--- config.mk ---
export PLATFORM = sky130hd
export DESIGN_NAME = scramble_input_ctrl
export DESIGN_NICKNAME = d
export VERILOG_FILES = /design/src/rtl/scramble_input_pkg.sv /design/src/rtl/scramble_coin_pulser.sv /design/src/rtl/scramble_input_ctrl.sv
export SDC_FILE = /design/constraint.sdc
export NUM_CORES = 1
export LEC_CHECK = 0
export BUFFER_PORTS_ARGS = -buffer_cell sky130_fd_sc_hd__buf_2
export CAP_MARGIN = 0
export CORE_ASPECT_RATIO = 0.8
export CORE_MARGIN = 2
export CORE_UTILIZATION = 56
export CTS_BUF_LIST = sky130_fd_sc_hd__clkbuf_8
export CTS_CLUSTER_DIAMETER = 80
export DETAILED_ROUTE_END_ITERATION = 10
export PLACE_DENSITY_LB_ADDON = 0.15
export RECOVER_POWER = 50
export SYNTH_ARGS = -nofsm -noshare
export SYNTH_HDL_FRONTEND = slang
export SYNTH_HIERARCHICAL = 1
export SYNTH_SLANG_ARGS = --single-unit
--- constraint.sdc ---
create_clock -name clk_sys -period 3.4 [get_ports clk_sys]
set_clock_uncertainty 0.05 [all_clocks]
set_input_delay 1.02 -clock clk_sys [delete_from_list [all_inputs] [get_ports clk_sys]]
set_output_delay 1.02 -clock clk_sys [all_outputs]
set_load 0.05 [all_outputs]
--- src/rtl/scramble_input_pkg.sv ---
// scramble_input_pkg: scancodes, joystick/output bit positions, coin FSM states and the key-match and port-packing helpers
package scramble_input_pkg;
  typedef enum logic [1:0] {C_IDLE, C_PULSE, C_GAP} coin_st_t;
  localparam int K_U1 = 0, K_D1 = 1, K_L1 = 2, K_R1 = 3, K_F1 = 4, K_B1 = 5, K_S1 = 6;
  localparam int K_U2 = 7, K_D2 = 8, K_L2 = 9, K_R2 = 10, K_F2 = 11, K_B2 = 12, K_S2 = 13;
  localparam int K_COIN = 14, NKEY = 15;
  localparam int J_R = 0, J_L = 1, J_D = 2, J_U = 3, J_FIRE = 4, J_BOMB = 5, J_S1 = 6, J_S2 = 7, J_COIN = 8;
  localparam int IP_DOWN = 0, IP_UP = 1, IP_RIGHT = 2, IP_LEFT = 3, IP_FIRE = 4, IP_BOMB = 5, IP_START = 6;
  localparam logic [7:0] SC_UP = 8'h75, SC_DN = 8'h72, SC_LF = 8'h6B, SC_RT = 8'h74;
  localparam logic [8:0] SC_B1 = 9'h029, SC_F1 = 9'h014, SC_S1A = 9'h005, SC_S1B = 9'h016;
  localparam logic [8:0] SC_S2A = 9'h006, SC_S2B = 9'h01E, SC_COA = 9'h02E, SC_COB = 9'h036;
  localparam logic [8:0] SC_U2 = 9'h02D, SC_D2 = 9'h02B, SC_L2 = 9'h023, SC_R2 = 9'h034;
  localparam logic [8:0] SC_F2 = 9'h01C, SC_B2 = 9'h01B;
  // Arrows match with or without the E0 prefix, so only the low byte is compared
  function automatic logic [NKEY-1:0] key_hit(input logic [8:0] c);
    logic [NKEY-1:0] v;
    v = '0;
    v[K_U1] = c[7:0] == SC_UP;
    v[K_D1] = c[7:0] == SC_DN;
    v[K_L1] = c[7:0] == SC_LF;
    v[K_R1] = c[7:0] == SC_RT;
    v[K_F1] = c == SC_F1;
    v[K_B1] = c == SC_B1;
    v[K_S1] = c == SC_S1A || c == SC_S1B;
    v[K_U2] = c == SC_U2;
    v[K_D2] = c == SC_D2;
    v[K_L2] = c == SC_L2;
    v[K_R2] = c == SC_R2;
    v[K_F2] = c == SC_F2;
    v[K_B2] = c == SC_B2;
    v[K_S2] = c == SC_S2A || c == SC_S2B;
    v[K_COIN] = c == SC_COA || c == SC_COB;
    return v;
  endfunction
  function automatic logic [6:0] ip_pack(input logic u, d, l, r, f, b, s, rot);
    logic [6:0] v;
    v[IP_UP] = rot ? l : u;
    v[IP_DOWN] = rot ? r : d;
    v[IP_LEFT] = rot ? d : l;
    v[IP_RIGHT] = rot ? u : r;
    v[IP_FIRE] = f;
    v[IP_BOMB] = b;
    v[IP_START] = s;
    return ~v;
  endfunction
endpackage

--- src/rtl/scramble_coin_pulser.sv ---
// scramble_coin_pulser: 1 ms prescaler, saturating coin request queue and pulse/gap FSM
module scramble_coin_pulser
  import scramble_input_pkg::*;
#(
  parameter int CLK_HZ = 24_000_000,
  parameter int PULSE_MS = 100,
  parameter int GAP_MS = 100,
  parameter int QDEPTH = 3
) (
  input  logic clk_sys,
  input  logic RESET_N,
  input  logic req,
  output logic coin
);
  localparam int DIV = CLK_HZ / 1000;
  localparam int PW = $clog2(DIV + 1);
  localparam int QW = $clog2(QDEPTH + 1);
  logic [PW-1:0] pre_q;
  logic [QW-1:0] cnt_q, cnt_d;
  logic [7:0] ms_q, ms_d;
  coin_st_t st_q, st_d;
  logic req_q, tick, deq, enq;
  assign tick = pre_q == PW'(DIV - 1);
  assign coin = st_q == C_PULSE;
  always_comb begin
    deq = st_q == C_IDLE && cnt_q != '0;
    enq = req && !req_q && (cnt_q != QW'(QDEPTH) || deq);
    cnt_d = cnt_q + QW'(enq) - QW'(deq);
    st_d = st_q;
    ms_d = ms_q;
    if (deq) begin
      st_d = C_PULSE;
      ms_d = 8'(PULSE_MS);
    end else if (st_q != C_IDLE && tick) begin
      st_d = ms_q == 8'd1 ? (st_q == C_PULSE ? C_GAP : C_IDLE) : st_q;
      ms_d = ms_q == 8'd1 ? 8'(GAP_MS) : ms_q - 8'd1;
    end
  end
  always_ff @(posedge clk_sys or negedge RESET_N)
    if (!RESET_N) begin
      pre_q <= '0;
      cnt_q <= '0;
      ms_q <= '0;
      st_q <= C_IDLE;
      req_q <= 1'b0;
    end else begin
      pre_q <= tick ? '0 : pre_q + 1'b1;
      cnt_q <= cnt_d;
      ms_q <= ms_d;
      st_q <= st_d;
      req_q <= req;
    end
endmodule

--- src/rtl/scramble_input_ctrl.sv ---
// scramble_input_ctrl: PS/2 keys and MiSTer joysticks to active-low Scramble player ports plus timed coin pulses.
// Define SCRAMBLE_AUTOCOIN_EN to make a start press also post a coin.
module scramble_input_ctrl
  import scramble_input_pkg::*;
#(
  parameter int CLK_HZ = 24_000_000,
  parameter int COIN_PULSE_MS = 100,
  parameter int COIN_GAP_MS = 100,
  parameter int COIN_QDEPTH = 3
) (
  input  logic        clk_sys,
  input  logic        RESET_N,
  input  logic [10:0] ps2_key,
  input  logic [15:0] joystick_0,
  input  logic [15:0] joystick_1,
  input  logic        rotate,
  input  logic        service,
  output logic [6:0]  ip_1p,
  output logic [6:0]  ip_2p,
  output logic        ip_coin1,
  output logic        ip_coin2,
  output logic        ip_service
);
  logic tog_q, ip_svc_q, coin_req, s1, s2;
  logic [NKEY-1:0] key_q, key_d, hit;
  logic [6:0] ip_1p_q, ip_2p_q, p1_d, p2_d;
  logic [1:0] start_en;
  logic unused_bits;
  assign unused_bits = ^{joystick_0[15:9], joystick_1[15:9], joystick_1[J_S2]};
  // Outputs register the latch next-state so keys and joysticks share the same 1-cycle latency
  always_comb begin
    hit = key_hit(ps2_key[8:0]);
    key_d = ps2_key[10] != tog_q ? (key_q & ~hit) | (hit & {NKEY{ps2_key[9]}}) : key_q;
    s1 = key_d[K_S1] | joystick_0[J_S1];
    s2 = key_d[K_S2] | joystick_1[J_S1] | joystick_0[J_S2];
  end
`ifdef SCRAMBLE_AUTOCOIN_EN
  logic [1:0] st_q, st_rise, hold_q, hold_d;
  logic coin_q;
  // A start press stays masked until the pulse it paid for has finished
  always_comb begin
    st_rise = {s2, s1} & ~st_q;
    hold_d = st_rise | (hold_q & ~{2{coin_q & ~ip_coin1}});
    start_en = ~hold_d;
    coin_req = key_q[K_COIN] | joystick_0[J_COIN] | joystick_1[J_COIN] | |st_rise;
  end
  always_ff @(posedge clk_sys or negedge RESET_N)
    if (!RESET_N) begin
      st_q <= '0;
      hold_q <= '0;
      coin_q <= 1'b0;
    end else begin
      st_q <= {s2, s1};
      hold_q <= hold_d;
      coin_q <= ip_coin1;
    end
`else
  assign start_en = 2'b11;
  assign coin_req = key_q[K_COIN] | joystick_0[J_COIN] | joystick_1[J_COIN];
`endif
  always_comb begin
    p1_d = ip_pack(key_d[K_U1] | joystick_0[J_U], key_d[K_D1] | joystick_0[J_D],
                   key_d[K_L1] | joystick_0[J_L], key_d[K_R1] | joystick_0[J_R],
                   key_d[K_F1] | joystick_0[J_FIRE], key_d[K_B1] | joystick_0[J_BOMB],
                   s1 & start_en[0], rotate);
    p2_d = ip_pack(key_d[K_U2] | joystick_1[J_U], key_d[K_D2] | joystick_1[J_D],
                   key_d[K_L2] | joystick_1[J_L], key_d[K_R2] | joystick_1[J_R],
                   key_d[K_F2] | joystick_1[J_FIRE], key_d[K_B2] | joystick_1[J_BOMB],
                   s2 & start_en[1], rotate);
  end
  always_ff @(posedge clk_sys or negedge RESET_N)
    if (!RESET_N) begin
      tog_q <= 1'b0;
      key_q <= '0;
      ip_1p_q <= 7'h7F;
      ip_2p_q <= 7'h7F;
      ip_svc_q <= 1'b1;
    end else begin
      tog_q <= ps2_key[10];
      key_q <= key_d;
      ip_1p_q <= p1_d;
      ip_2p_q <= p2_d;
      ip_svc_q <= ~service;
    end
  scramble_coin_pulser #(
    .CLK_HZ(CLK_HZ),
    .PULSE_MS(COIN_PULSE_MS),
    .GAP_MS(COIN_GAP_MS),
    .QDEPTH(COIN_QDEPTH)
  ) u_coin (
    .clk_sys(clk_sys),
    .RESET_N(RESET_N),
    .req(coin_req),
    .coin(ip_coin1)
  );
  assign ip_1p = ip_1p_q;
  assign ip_2p = ip_2p_q;
  assign ip_service = ip_svc_q;
  assign ip_coin2 = 1'b0;
endmodule

==> After elaboration in Yosys (flattened, before gate mapping) <==
Index checks and enable logic that the tools add are counted.
{ "totals": {"ram_bits": 0, "wordCells": 94, "mem_count": 0, "regBits": 59, "output_inout_bits": 17, "latchBits": 0, "rom_bits": 0, "in_bits": 47} }
{ "classes": {"n_reduce_logical": 15, "div": 0, "n_mul": 0, "bitwise": 24, "magnitude_cmp": 0, "shifts": 0, "mux": 17, "add_sub_neg": 4, "n_eq_ne": 23} }
{ "op_table": {"columns": ["operator", "n"], "rows": [
  ["equality test 9 x 6 -> 1 bit (second input constant)", 7],
  ["equality test 9 x 5 -> 1 bit (second input constant)", 5],
  ["equality test 8 x 7 -> 1 bit (second input constant)", 4],
  ["AND 15 bit", 2],
  ["2-to-1 mux 8 bit", 3],
  ["equality test 9 x 3 -> 1 bit (second input constant)", 2],
  ["OR 1 bit", 17],
  ["adder 15 x 1 -> 15 bit (second input constant)", 1],
  ["equality test 15 bit (second input constant)", 1],
  ["2-to-1 mux 15 bit", 1],
  ["NOT 15 bit", 1],
  ["OR 15 bit", 1],
  ["2-to-1 mux 14 bit", 1],
  ["NOT 7 bit", 2],
  ["equality test 8 x 1 -> 1 bit (second input constant)", 1],
  ["2-to-1 mux 1 bit", 8],
  ["2-to-1 mux 2 bit", 4],
  ["nonzero test 2 bit", 4],
  ["subtractor 8 x 1 -> 8 bit (second input constant)", 1],
  ["logical AND 1 bit", 4],
  ["logical OR 1 bit", 4],
  ["adder 2 x 1 -> 2 bit", 1],
  ["equality test 2 x 1 -> 1 bit (second input constant)", 1],
  ["logical NOT 2 bit", 1],
  ["6 further kinds", 6]
]} }

==> Longest topological paths before layout <==
{ "depth": {"ltp_word": 9, "ltp_mapped": 8} }

==> Hierarchy <==
Netlist, hierarchy kept.
{ "modules_own_cells": {"columns": ["mod", "seq_area_each_um2", "area_per_inst_um2", "cells_each", "n_inst"], "rows": [
  ["scramble_input_ctrl", 794.5, 1597.8, 137, 1],
  ["scramble_coin_pulser", 700.7, 1485.2, 143, 1]
]} }

==> Worst setup path after synthesis <==
No wires, ideal clock.
{ "synth_timing": {"kind": "input-to-reg", "start": "in ps2_key[5]", "end": "reg ip_2p_q[4], in the netlist ip_2p[4]", "arrival_ns": 2.276, "slack_ns": 1.007, "t_required_ns": 3.283, "path_buffers": 0, "path_stages": 4, "cell_sequence": "or4_1 nor4_1 mux2_2 nor2_1"} }
{ "synth_via": {"elab_chain_len": 7} }
{ "synth_rtl": {"columns": ["item", "line_no", "source"], "rows": [
  ["from (decl)", "scramble_input_ctrl.sv:13", "input logic [10:0] ps2_key,"],
  ["equality test 9 x 5 -> 1 bit *", "scramble_input_pkg.sv:29", "v[K_F2] = c == SC_F2;"],
  ["NOT 15 bit", "scramble_input_ctrl.sv:33", "key_d = ps2_key[10] != tog_q ? (key_q & ~hit) | (hit & {NKEY{ps2_key[9]}}) : key_q;"],
  ["AND 15 bit", "scramble_input_ctrl.sv:33", null],
  ["OR 15 bit *", "scramble_input_ctrl.sv:33", null],
  ["2-to-1 mux 14 bit *", "scramble_input_ctrl.sv:33", null],
  ["net key_d[11]", "scramble_input_ctrl.sv:25", "logic [NKEY-1:0] key_q, key_d, hit;"],
  ["OR 1 bit *", "scramble_input_ctrl.sv:68", "key_d[K_F2] | joystick_1[J_FIRE], key_d[K_B2] | joystick_1[J_BOMB],"],
  ["NOT 7 bit *", "scramble_input_pkg.sv:44", "return ~v;"],
  ["net p2_d[4]", "scramble_input_ctrl.sv:26", "logic [6:0] ip_1p_q, ip_2p_q, p1_d, p2_d;"],
  ["to (signal assigned)", "scramble_input_ctrl.sv:82", "ip_2p_q <= p2_d;"],
  ["to (decl)", "scramble_input_ctrl.sv:26", null]
]} }
Mark *: on every way through the listed nets, which the timed path passes. The rest lies on a longest branch.
A chain may end at the register's enable or synchronous reset.

==> Worst setup path after layout <==
{ "layout_timing": {"start": "in ps2_key[10]", "end": "reg ip_2p_q[3], in the netlist ip_2p[3]"} }
{ "layout_via": {"elab_chain_len": 5} }
{ "layout_rtl": {"columns": ["item", "line_no", "source"], "rows": [
  ["!= test 1 bit", "scramble_input_ctrl.sv:33", null],
  ["2-to-1 mux 14 bit", "scramble_input_ctrl.sv:33", null],
  ["net key_d[9]", "scramble_input_ctrl.sv:25", null],
  ["OR 1 bit", "scramble_input_ctrl.sv:67", "key_d[K_L2] | joystick_1[J_L], key_d[K_R2] | joystick_1[J_R],"],
  ["2-to-1 mux 1 bit", "scramble_input_pkg.sv:39", "v[IP_LEFT] = rot ? d : l;"],
  ["NOT 7 bit", "scramble_input_pkg.sv:44", null],
  ["net p2_d[3]", "scramble_input_ctrl.sv:26", null]
]} }
The timed path passes the listed nets, and every way through them passes these cells.

==> reports/results.tsv <==
metric	value	unit
synth.distinct_cells	65	
routed_wl	6420	um
initial_core_util	0.574	
hold_class	reg -> reg	
synthesis.instances	280	
detail_route.wl_per_cell	16.0	um
ys_top_cells_by_area	dfrtp_1 36%, dfstp_2 13%, mux2_2 3.3%	
r2r-end	u_coin/ms_q[7]	
synthTopCellsByCount	44 x dfrtp_1, 20 x nor2_1, 15 x dfstp_2, 14 x nand4_1	
syn_area	0.00308	sq mm
synth_ff_type	dfrtp_1	
worst-path-max-fanout	13	
report.final.slew_viol_count	0	
finalCritPeriodShare	0.716	
fin_ws	966	ps
period_minus_slack	2430	ps
dp_slack	673	ps
p_int	1210	uW
cts_tree	done	
tns	0	ps
rr_worst_depth	5	
design_area	0.00355	sq mm
grtUsageTotal	0.236	
area_growth	15.2	%
holdPathStages	1	
cts.hold.buffers_added	0	
synth_top_area_frac	0.357	
max_freq	411	MHz
n_antenna_cell	0	
first_global_vias	2329	
hp-start	key_q[6]	
syn_avg_cell_area	11.0	sq um
globalplace.congestion	0.867	
hold_ws	356	ps
grt_antenna_before_repair	0	
grt_max_degree	60	
drt_iter0_drc	155	
num_vias	2379	
holdPathEnd	ip_1p[6]	
chipHeight	70.4	um
io_buffer_count	47	
p_leak	0.00157	uW
r2r-start	u_coin/pre_q[0]	
core_area	0.00538	sq mm
rsz0062_at_grt	no	
required	3620	ps
drcViolationCount	0	
post_cts_resized	0	
post-route-util	0.661	
grt_pass1_wl	11100	um
ys_warn_count	6	
synth_top_cell_by_area	dfrtp_1	
worst_ep_arrival_time	2650	ps
postPlaceCellArea	0.00337	sq mm
slew_headroom	0.0705	
drv_cap	0	
start_kind	input port	
ys_ff_latch	59	
powerDensity	492	mW/mm^2
p_seq_frac	0.459	
htreeDepth	3	
die_w	87.0	um
worst-setup-path-type	in -> reg	
cts-buffers-inserted	9	
pwr-share-comb	0.189	
post_cts_buffers	0	
endpoint_kind	register	
nets	382	
synth_edf_count	0	
drive_gt1_frac	0.310	
syn_nets	332	
dieArea	0.00612	sq mm
ioPinCount	64	
dr.pass1.iters	4	
vdd.ir_drop.worst	0.319	mV
p_sw	535	uW
grt-ovfl-total	0	
finalSetupViolCount	0	
clkPwrFrac	0.352	
finalHoldViolCount	0	
yosysMostFrequentCell	dfrtp_1	
dp_hpwl	4390	um
async_reset_ff_frac	1.00	
p_sw_frac	0.306	
cts.sinks	59	
ys_seq_area_frac	0.485	
rows	24	
outcome	finished, final reports clean	
r2r_slack	1000	ps
clk_pin_slew	70	ps
root_buffer	clkbuf_8	
avgViaCountPerCell	5.95	
worstMarginPinSlew	1390	ps
ant_nets	0	
clk_latency	350	ps
clock_path_buffers	2	
power by group through the flow:
stage / logic, uW / clock network, uW / registers (uW)
2_1_floorplan: 204 / 0 / 842
3_3_place_gp: 326 / 0 / 810
3_5_place_dp: 331 / 0 / 813
4_1_cts: 334 / 629 / 800
5_1_grt: 370 / 664 / 809
6_report: 330 / 615 / 801
cells in the final DEF, fill, tap and decap left out, drive strengths merged, types with 6 or more instances in the layout:
cell     n
buf     48
dfrtp   44
nor2    20
dfstp   15
nand4   14
mux2    13
clkbuf  12
inv     11
nand2   10
xor2     9
nand3    7
xnor2    6
nor2b    6
nor4     6
nor3     6
routing by layer:
metal	track usage	vias to the layer above	share of wire	wire, um
met5	0	-	0	0
met4	0.0747	0	0.0034	22
met3	0.0898	2	0.061	394
met2	0.315	62	0.45	2900
met1	0.351	1155	0.48	3100
li1	-	1160	-	-
worst max-delay path by stage:
stage | endpoint | cells after the start | start
2_1_floorplan | ip_2p[4] | 4 | ps2_key[5]
3_3_place_gp | ip_1p[2] | 5 | ps2_key[1]
3_5_place_dp | ip_1p[2] | 5 | ps2_key[0]
4_1_cts | ip_1p[2] | 5 | ps2_key[0]
5_1_grt | ip_2p[3] | 6 | ps2_key[10]
6_report | ip_2p[3] | 6 | ps2_key[10]
registers in the layout, summed over array words and instances (netlist names), named ones only:
| register | cells |
|---|---|
| u_coin/st_q | 2 |
| u_coin/cnt_q | 2 |
| ip_1p | 7 |
| u_coin/req_q | 1 |
| ip_2p | 7 |
| u_coin/pre_q | 15 |
| tog_q | 1 |
| key_q | 14 |
| ip_service | 1 |
| u_coin/ms_q | 8 |
cell families after synthesis:
logic type               synth area share
adder cells (fa/ha/maj)            0.0203
multiplexers                       0.0617
AND/OR/NAND/NOR                     0.243
XOR/XNOR                           0.0426
buffers and inverters              0.0312
AO/OA/AOI/OAI                       0.115
flip-flops                          0.485
other                             0.00122
critical path, cell delays in order:
cell	delay (ps)
clkbuf_1	150
xor2_1	150
clkbuf_1	440
nand4b_1	320
mux2_4	390
o31ai_2	170
layout make-up:
class                   count  area (sq um)
repair buffers             51           258
clock inverters             7          61.3
flip-flops and latches     59          1500
multi-input cells         198          1490
clock buffers               9           124
inverters                  11          41.3
well taps                  65          81.3
fillers                   444          1820
per-stage QoR:
stage	total power, uW	instances
finish	1750	400
global route	1840	400
CTS	1760	400
detailed placement	1140	384
global placement	1140	384
floorplan	1050	280
No activity file was read; power rests on OpenSTA's default activity.
